## src/rtl/stepper_axis.sv

```systemverilog
// stepper_axis: single-axis stepper motor sequencer with 8-entry phase table.
// Optional holding torque in IDLE/DONE when STEPPER_HOLD_EN is defined.
module stepper_axis #(
  parameter int CLK_PER_MS = 50000,
  parameter int STEP_MS    = 5,
  parameter int POS_W      = 16
) (
  input  logic             clk,
  input  logic             rst_n,
  input  logic             cmd_valid_i,
  output logic             cmd_ready_o,
  input  logic             cmd_dir_i,
  input  logic [POS_W-1:0] cmd_steps_i,
  input  logic             half_step_i,
  input  logic             pause_i,
  input  logic             abort_i,
  output logic             busy_o,
  output logic             done_o,
  output logic [POS_W-1:0] position_o,
  output logic [3:0]       coil_o
);

  localparam int STEP_TICKS = CLK_PER_MS * STEP_MS;
  localparam int TW = $clog2(STEP_TICKS + 1);
  localparam logic [TW-1:0] T_LAST = TW'(STEP_TICKS - 1);

  typedef enum logic [1:0] {
    IDLE,
    RUN,
    PAUSE,
    DONE
  } state_t;

  state_t           state_q, state_d;
  logic [TW-1:0]    timer_q;
  logic [POS_W-1:0] remain_q;
  logic [POS_W-1:0] pos_q;
  logic [2:0]       idx_q;
  logic             dir_q;
  logic             half_q;
  logic             accept;
  logic             busy;
  logic             active;
  logic             expire;
  logic [2:0]       delta;
  logic [3:0]       phase;

  assign busy   = (state_q == RUN) || (state_q == PAUSE);
  assign accept = cmd_valid_i && (state_q == IDLE);
  assign active = busy && !abort_i && !pause_i;
  assign expire = active && (timer_q == T_LAST);
  assign delta  = half_q ? 3'd1 : 3'd2;

  // Next-state logic; abort beats pause, pause beats a step expiry.
  always_comb begin
    state_d = state_q;
    unique case (state_q)
      IDLE: begin
        if (cmd_valid_i)
          state_d = (cmd_steps_i == '0) ? DONE : RUN;
      end
      RUN, PAUSE: begin
        if (abort_i)
          state_d = IDLE;
        else if (pause_i)
          state_d = PAUSE;
        else if (expire && remain_q == POS_W'(1))
          state_d = DONE;
        else
          state_d = RUN;
      end
      DONE: state_d = IDLE;
      default: state_d = IDLE;
    endcase
  end

  // State register.
  always_ff @(posedge clk or negedge rst_n) begin
    if (!rst_n)
      state_q <= IDLE;
    else
      state_q <= state_d;
  end

  // Command latch, step timer, remaining count, phase and position.
  always_ff @(posedge clk or negedge rst_n) begin
    if (!rst_n) begin
      timer_q  <= '0;
      remain_q <= '0;
      pos_q    <= '0;
      idx_q    <= '0;
      dir_q    <= 1'b0;
      half_q   <= 1'b0;
    end else if (accept) begin
      timer_q  <= '0;
      remain_q <= cmd_steps_i;
      dir_q    <= cmd_dir_i;
      half_q   <= half_step_i;
    end else if (busy && abort_i) begin
      timer_q  <= '0;
      remain_q <= '0;
    end else if (active) begin
      if (expire) begin
        timer_q  <= '0;
        remain_q <= remain_q - POS_W'(1);
        idx_q    <= dir_q ? idx_q + delta : idx_q - delta;
        pos_q    <= dir_q ? pos_q + POS_W'(1) : pos_q - POS_W'(1);
      end else begin
        timer_q  <= timer_q + TW'(1);
      end
    end
  end

  // Phase table lookup.
  always_comb begin
    phase = 4'b0000;
    unique case (idx_q)
      3'd0: phase = 4'b1000;
      3'd1: phase = 4'b1100;
      3'd2: phase = 4'b0100;
      3'd3: phase = 4'b0110;
      3'd4: phase = 4'b0010;
      3'd5: phase = 4'b0011;
      3'd6: phase = 4'b0001;
      3'd7: phase = 4'b1001;
      default: phase = 4'b0000;
    endcase
  end

`ifdef STEPPER_HOLD_EN
  logic moved_q;

  // Remembers whether any step happened since reset.
  always_ff @(posedge clk or negedge rst_n) begin
    if (!rst_n)
      moved_q <= 1'b0;
    else if (expire)
      moved_q <= 1'b1;
  end

  // Coils hold the last phase when idle, once the motor has moved.
  always_comb begin
    coil_o = 4'b0000;
    if (busy || moved_q)
      coil_o = phase;
  end
`else
  // Coils energised only while a command is in progress.
  always_comb begin
    coil_o = 4'b0000;
    if (busy)
      coil_o = phase;
  end
`endif

  assign cmd_ready_o = (state_q == IDLE);
  assign busy_o      = busy;
  assign done_o      = (state_q == DONE);
  assign position_o  = pos_q;

endmodule
```

## config.mk

```make
export PLATFORM = sky130hd
export DESIGN_NAME = stepper_axis
export DESIGN_NICKNAME = d
export VERILOG_FILES = /design/src/rtl/stepper_axis.sv
export SDC_FILE = /design/constraint.sdc
export NUM_CORES = 1
export LEC_CHECK = 0
export ABC_AREA = 1
export BUFFER_PORTS_ARGS = -buffer_cell sky130_fd_sc_hd__buf_2
export CORE_MARGIN = 8
export CORE_UTILIZATION = 60
export CTS_BUF_LIST = sky130_fd_sc_hd__clkbuf_8
export CTS_CLUSTER_SIZE = 12
export DETAILED_ROUTE_END_ITERATION = 7
export PLACE_DENSITY = 0.81
export SYNTH_ARGS = -nofsm -noshare
export SYNTH_HDL_FRONTEND = slang
export SYNTH_SLANG_ARGS = --single-unit
```

## constraint.sdc

```tcl
create_clock -name clk -period 2.65 [get_ports clk]
set_clock_uncertainty 0.1 [all_clocks]
set_input_delay 0 -clock clk [delete_from_list [all_inputs] [get_ports clk]]
set_output_delay 0 -clock clk [all_outputs]
set_load 0.005 [all_outputs]
```

==> impl_metrics.toml, run 1 <==
[outcome]
status = "complete, no violations"

[global_route]
overflow = 0
antenna_found_initial = 0
first_global_vias = 4166
track_usage_pct = 23.5
grt-busiest-layer = "met2"
grt_use_met2_pct = 40.7
use_met3_pct = 4.57
grt_use_met1_pct = 28.0
grt_pass1_wl_um = 19200
grt_max_degree = 39

[layout]
design_area_mm2 = 0.00496
mostFrequentLayoutCells = "nand2_1, nor2_1, inv_1"
nets = 763
n_fill_cell = 576
syn2layout_area_growth_pct = 17.0
final_common_cell = "nand2_1"
n_antenna_cell = 0
post_route_cells_drive_above_1_share_pct = 11.4

[floorplan]
fp.dieH_um = 100
rows = 30
core_mm2 = 0.00683
die_area_mm2 = 0.0100
start_util_pct = 62.0
dieWidth_um = 100
io_pins = 46

[route]
first_pass_iters = 5
ant_nets = 0
vias = 4402
first_iter_violations = 277
avgRoutedWirePerCell_um = 13.8
vias_per_cell = 5.38
wirelength_um = 11300
drc = 0

[place]
place_congestion = 0.913
dp_hpwl_um = 8270
numPortBuffers = 45
dpl_cell_area_mm2 = 0.00453

[yosys]
ys_seq_area_share_pct = 33.7
synth_cell_type_count = 38
yosysWarnings = 0
synthCells = 643
avgSynthCellArea_um2 = 6.59
ys_ff_latch = 57
synth_area_mm2 = 0.00424
syn_nets = 688

[clock_network]
tritoncts = "yes"
clkTransAtPathRegs_ns = 0.07
clk_latency_ns = 0.35
clkSinkCount = 57
clockBufferDepth = 2
root_buffer = "clkbuf_8"
htree_levels = 3
postCtsSetupBuffers = 0
cts_buffers = 9

[sta]
rsz0062_at_grt = "no"
hold_slack_ns = 0.207
setup_viol = 0
layout_min_cycle_time_ns = 2.41
slew_headroom_pct = 41.4
finalCritPeriodShare_pct = 90.8
worst_pin_slew_ns = 0.880
hold_viol_final = 0
fmax_mhz = 415
setup_tns_ns = 0
drv_slew = 0

[setup_path]
crit_path_start_kind = "flop"
path_cells = "inv_1 -> ha_1 -> nand2_1 -> nor2_1 -> nand3_4 -> nor2_1 -> o21ai_0 -> dlygate4sd3_1 -> nand2_1"
cp.required_ns = 2.83
r2r_start = "state_q[0]"
slowest_delay_ns = 0.56
end_kind = "flop"
path_max_fanout = 7
critical_path_arrival_ns = 2.59
reg2reg_depth = 9
slowest_stage = "dlygate4sd3_1"
crit_type = "flop to flop"
rr_endpoint = "state_q[1]"
r2r_slack_ns = 0.24

[run]
drv_cap = 0

[power]
leakagePower_uw = 0.00270
ir_worst_vdd_mv = 0.533
pwr_density_cell_mw_per_mm2 = 783

[min_path]
hold_class = "input pin to async pin"
[routing by layer]
metal	wire length, um	part of all wire, %
met3	710	6.3
met4	284	2.5
met2	5570	49
met5	0	0
met1	4710	42
[final cells by class]
type                    instances  area [um2]  share of cell area, %
repair buffers                 74         503                   10.1
clock buffers                  10         138                   2.77
well taps                      96         120                   2.42
inverters                      84         315                   6.36
flip-flops and latches         57        1430                   28.8
clock inverters                 5        56.3                   1.14
multi-input cells             492        2400                   48.4
[synth_stat cells]
cell type,number,share of area [%]
a21oi_1,21,2.5
a31oi_1,1,0.15
and2_1,1,0.15
buf_12,1,0.47
buf_2,3,0.35
buf_4,1,0.18
buf_6,3,0.80
buf_8,1,0.35
clkbuf_1,1,0.088
clkinv_1,1,0.088
dfrtp_1,57,34
fa_1,2,0.94
ha_1,20,5.9
inv_1,78,6.9
inv_2,5,0.44
nand2_1,230,20
nand2_2,1,0.15
nand2_4,2,0.53
nand3_1,45,5.3
nand3_2,1,0.24
nand3_4,1,0.41
nand3b_1,4,0.71
nand4_1,10,1.5
nor2_1,83,7.4
nor2_2,2,0.30
nor2_4,2,0.53
nor3_1,11,1.3
nor3_2,1,0.24
nor3b_1,2,0.35
nor4_1,1,0.15
o211ai_1,2,0.35
o21ai_0,26,3.1
o21ai_1,3,0.35
o22ai_1,3,0.44
o41ai_1,1,0.21
or2_2,2,0.30
xnor2_1,6,1.2
xor2_1,8,1.7
[state kept, by name, indices dropped and copies added, names as in the netlist]
signal,cells
dir_q,1
half_q,1
idx_q,3
position_o,16
remain_q,16
state_q,2
timer_q,18
[power by group]
part	internal [uW]	total, uW	switching [uW]
sequential	1010	1140	130
clock	452	828	376
combinational	621	1920	1300
[critical path, delay by kind of cell, from the launching register on]
kind | cells | cell delay, ns
fa+ha+maj | 1 | 0.43
flops | 1 | 0.35
simple gates | 5 | 0.74
buf+inv | 2 | 0.62
compound gates | 1 | 0.08
[repair_timing]
| item | CTS | global route |
|---|---|---|
| hold endpoints to repair | 56 | 0 |
| hold buffers | 24 | 0 |
| resized for setup | 0 | 0 |
[logic make-up after synthesis]
kind of cell,Yosys count,synth area share [%]
compound gates,57,7.06
xor+xnor,14,2.89
fa+ha+maj,22,6.85
buf+inv,94,9.68
flops,57,33.7
simple gates,399,39.9
[how the worst max path moves through the flow]
stage	end	slack, ns	from	depth (start not counted)
detailed placement	position_o[15]	0.35	dir_q	11
CTS	state_q[1]	0.28	state_q[0]	9
global placement	position_o[15]	0.38	dir_q	11
global route	state_q[1]	0.09	state_q[0]	9
finish	state_q[1]	0.24	state_q[0]	9
floorplan	position_o[15]	0.62	dir_q	11
[metrics by stage]
step	worst slack (ns)	instances	power (uW)	util, %
after CTS	0.277	818	3870	72.6
after floorplan	0.616	643	2610	-
final	0.243	818	3880	72.6
after detailed placement	0.347	779	3000	66.2
after global placement	0.377	779	2940	66.2
after global routing	0.0914	818	4200	72.6
Note: power is estimated with default switching activity, not from simulation.
==> inputs of run 2 (changes only) <==
Settings changed: CORE_ASPECT_RATIO set to 1.4, HOLD_SLACK_MARGIN set to 0.1.
==> impl_metrics.toml, run 2 (synthesis gave the netlist of run 1 again) <==
[outcome]
status = "complete, no violations"

[route]
vias_per_cell = 5.31
first_iter_violations = 208
vias = 4341
ant_nets = 0
drc = 0
avgRoutedWirePerCell_um = 13.5
first_pass_iters = 5
wirelength_um = 11000

[setup_path]
crit_path_start_kind = "flop"
critical_path_arrival_ns = 2.63
reg2reg_depth = 10
cp.required_ns = 2.80
r2r_slack_ns = 0.17
crit_type = "flop to flop"
r2r_start = "state_q[1]"
rr_endpoint = "remain_q[12]"
path_max_fanout = 17
end_kind = "flop"

[global_route]
overflow = 0
grt_pass1_wl_um = 18700
antenna_found_initial = 0
grt_max_degree = 36
first_global_vias = 4306
track_usage_pct = 23.3

[layout]
mostFrequentLayoutCells = "nand2_1, nor2_1, inv_1"
largest_reg_flops = 18
n_antenna_cell = 0
final_core_util_pct = 72.3
post_route_cells_drive_above_1_share_pct = 11.5
nets = 762
syn2layout_area_growth_pct = 17.6
regMostFlops = "timer_q"
n_fill_cell = 583
final_common_cell = "nand2_1"

[clock_network]
clk_latency_ns = 0.35
tritoncts = "yes"
clkTransAtPathRegs_ns = 0.07
clkSinkCount = 57
clockBufferDepth = 2
cts_buffers = 9
root_buffer = "clkbuf_8"
htree_levels = 3

[power]
leakagePower_uw = 0.00271
ir_worst_vdd_mv = 0.554
pwr_density_cell_mw_per_mm2 = 793

[floorplan]
core_mm2 = 0.00689
dieWidth_um = 87.0
start_util_pct = 61.5
io_pins = 46
fp.dieH_um = 115
die_area_mm2 = 0.0100
rows = 36

[run]
drv_cap = 0

[sta]
slew_headroom_pct = 43.9
fmax_mhz = 403
hold_viol_final = 0
setup_tns_ns = 0
finalCritPeriodShare_pct = 93.7
drv_slew = 0
worst_pin_slew_ns = 0.842
setup_viol = 0
layout_min_cycle_time_ns = 2.48
rsz0062_at_grt = "no"

[min_path]
min_path_cells = 6
hold_class = "input pin to flop"
holdCritStartpoint = "abort_i"
hold_end = "timer_q[0]"

[place]
dp_hpwl_um = 7930
place_congestion = 0.951
numPortBuffers = 45
run 2: power by group:
part	internal, uW	switching, uW
Sequential	1010	127
Combinational	643	1290
Clock	509	376
Total	2160	1790
run 2: worst max-delay path by stage:
| stage | depth (start not counted) | start | slack, ns | end |
|---|---|---|---|---|
| after floorplan | 11 | dir_q | 0.62 | position_o[15] |
| after global placement | 11 | dir_q | 0.41 | position_o[15] |
| after detailed placement | 11 | dir_q | 0.32 | position_o[15] |
| after CTS | 10 | state_q[0] | 0.11 | remain_q[12] |
| after global routing | 10 | state_q[0] | 0.05 | remain_q[12] |
| final | 10 | state_q[1] | 0.17 | remain_q[12] |
run 2: what timing repair did:
item                       CTS  global route
setup buffers                0             0
gates resized for setup      0             2
hold endpoints to repair    55             0
hold buffers                24             0
setup endpoints to repair    0             1
run 2: cell type report:
cell class	instances	area [um2]	share of cell area, %
flip-flops and latches	57	1430	28.6
repair buffers	73	495	9.94
clock inverters	4	50.0	1.00
clock buffers	12	165	3.31
inverters	84	315	6.33
multi-input cells	492	2410	48.4
well taps	95	119	2.39
run 2: per-stage QoR:
step,area (um2),std cells,hold WS [ns],worst slack (ns),power [uW]
2_1_floorplan,4240,643,-0.396,0.616,2610
3_3_place_gp,4520,777,0.0326,0.407,2910
3_5_place_dp,4520,777,0.0459,0.321,2960
4_1_cts,4970,817,0.106,0.106,3910
5_1_grt,4980,817,0.170,0.0457,4290
6_report,4980,817,0.114,0.167,3950
run 2: metal layers:
| layer | vias to the layer above | global-route usage (%) | part of all wire [%] |
|---|---|---|---|
| met3 | 32 | 4.97 | 5.4 |
| met4 | 0 | 11.5 | 2.8 |
| li1 | 2178 | - | - |
| met5 | - | 0 | 0 |
| met2 | 134 | 42.6 | 52 |
| met1 | 1997 | 24.6 | 40 |
run 2: worst max-delay path: stages, from the launching register on:
cell	delay [ns]
dfrtp_1	0.35
inv_1	0.06
ha_2	0.40
nand2_1	0.15
nor2_1	0.20
nand3_4	0.17
nand2_8	0.17
nand2_1	0.07
nor2_1	0.11
dlygate4sd3_1	0.56
nor2_1	0.04
==> inputs of run 3 (changes only) <==
Settings changed: MAX_ROUTING_LAYER set to met4.
==> impl_metrics.toml, run 3 (synthesis gave the netlist of run 1 again) <==
[outcome]
status = "complete, no violations"

[setup_path]
crit_path_start_kind = "flop"
startpoint = "state_q[1]"
path_max_fanout = 17
cp.required_ns = 2.79
crit_type = "flop to flop"
critical_path_arrival_ns = 2.64
end_kind = "flop"
r2r_start = "state_q[1]"

[floorplan]
io_pins = 46
dieWidth_um = 87.0
start_util_pct = 61.5
fp.dieH_um = 115
rows = 36
die_area_mm2 = 0.0100
core_mm2 = 0.00689

[sta]
hold_slack_ns = 0.150
setup_tns_ns = 0
fmax_mhz = 400
rsz0062_at_grt = "no"
finalCritPeriodShare_pct = 94.3
setup_viol = 0
hold_viol_final = 0
drv_slew = 0
slew_headroom_pct = 50.7
fin_ws_ns = 0.152
layout_min_cycle_time_ns = 2.50
worst_pin_slew_ns = 0.739

[clock_network]
root_buffer = "clkbuf_8"
tritoncts = "yes"
cts_buffers = 9
clockBufferDepth = 2
clkSinkCount = 57
clkTransAtPathRegs_ns = 0.06
htree_levels = 3
clk_latency_ns = 0.35

[global_route]
grt_max_degree = 58
first_global_vias = 4295
overflow = 0
grt_pass1_wl_um = 18600
antenna_found_initial = 0
track_usage_pct = 23.7

[layout]
syn2layout_area_growth_pct = 16.5
n_fill_cell = 584
regMostFlops = "timer_q"
nets = 762
post_route_cells_drive_above_1_share_pct = 11.0
mostFrequentLayoutCells = "nand2_1, nor2_1, inv_1"
fin_cells = 816
largest_reg_flops = 18
final_common_cell = "nand2_1"

[run]
drv_cap = 0

[place]
dpl_worst_slack_ns = 0.344
dp_hpwl_um = 7780
numPortBuffers = 45
place_congestion = 0.939
dp.cells = 777

[power]
swShare_pct = 46.5
pwr_density_cell_mw_per_mm2 = 766
p_comb_share_pct = 51.2
ir_worst_vdd_mv = 0.526
p_seq_share_pct = 30.0
finalPower_uw = 3780
leakagePower_uw = 0.00270
p_int_uw = 2020
clkPwrFrac_pct = 18.8
p_sw_uw = 1760

[route]
vias_per_cell = 5.30
wirelength_um = 10800
first_pass_iters = 4
avgRoutedWirePerCell_um = 13.3
first_iter_violations = 206
ant_nets = 0
vias = 4324
drc = 0

[min_path]
hold_class = "input pin to flop"
holdCritStartpoint = "abort_i"
[run 3: power groups by stage]
stage | clock [uW] | combinational [uW] | sequential (uW)
detailed placement | 0 | 1820 | 1150
global route | 763 | 2190 | 1150
global placement | 0 | 1780 | 1140
CTS | 725 | 1880 | 1130
finish | 711 | 1930 | 1140
floorplan | 0 | 1490 | 1110
[run 3: area by class of cell]
class | count | area, um2 | area share (%)
Inverter | 84 | 315 | 6.39
Clock inverter | 3 | 11.3 | 0.228
Timing Repair Buffer | 73 | 495 | 10.0
Clock buffer | 11 | 151 | 3.07
Sequential cell | 57 | 1430 | 28.9
Antenna cell | 1 | 2.50 | 0.0507
Tap cell | 95 | 119 | 2.41
Multi-Input combinational cell | 492 | 2410 | 48.9
[run 3: layer usage]
metal	routed length, um	up-vias	GRT usage (%)
met2	5480	131	39.7
met5	0	-	-
li1	-	2179	-
met4	309	0	12.0
met1	4390	1987	25.2
met3	634	27	6.10
[run 3: timing repair]
item / CTS / global route
endpoints found under the hold margin: 77 / 0
setup endpoints to repair: 0 / 1
setup buffers: 0 / 0
hold buffers: 24 / 0
gates resized for setup: 0 / 3
[run 3: critical path: stages (launching register included)]
cell and delay [ns]:
dfrtp_1 0.36, inv_1 0.06, ha_2 0.40, nand2_1 0.16, nor2_2 0.16, nand3_4 0.16
nand2_8 0.18, nand2_1 0.08, nor2_1 0.12, dlygate4sd3_1 0.56, nor2_1 0.04
[run 3: worst paths after layout]
path                                  end  slack (ns)  depth (start not counted)
max                          remain_q[12]        0.15                         10
min                            timer_q[0]        0.15                          6
max reg2reg                  remain_q[12]        0.15                         10
min reg2reg                 position_o[8]        0.41                          2
max in group asynchronous      timer_q[3]        1.74                          3
min in group asynchronous  position_o[13]        0.24                          3
[run 3: per-stage QoR]
step           utilization, %  cell area, um2
2_1_floorplan               -            4240
5_1_grt                  71.6            4930
3_5_place_dp             65.5            4520
6_report                 71.6            4940
3_3_place_gp             65.5            4520
4_1_cts                  71.4            4920
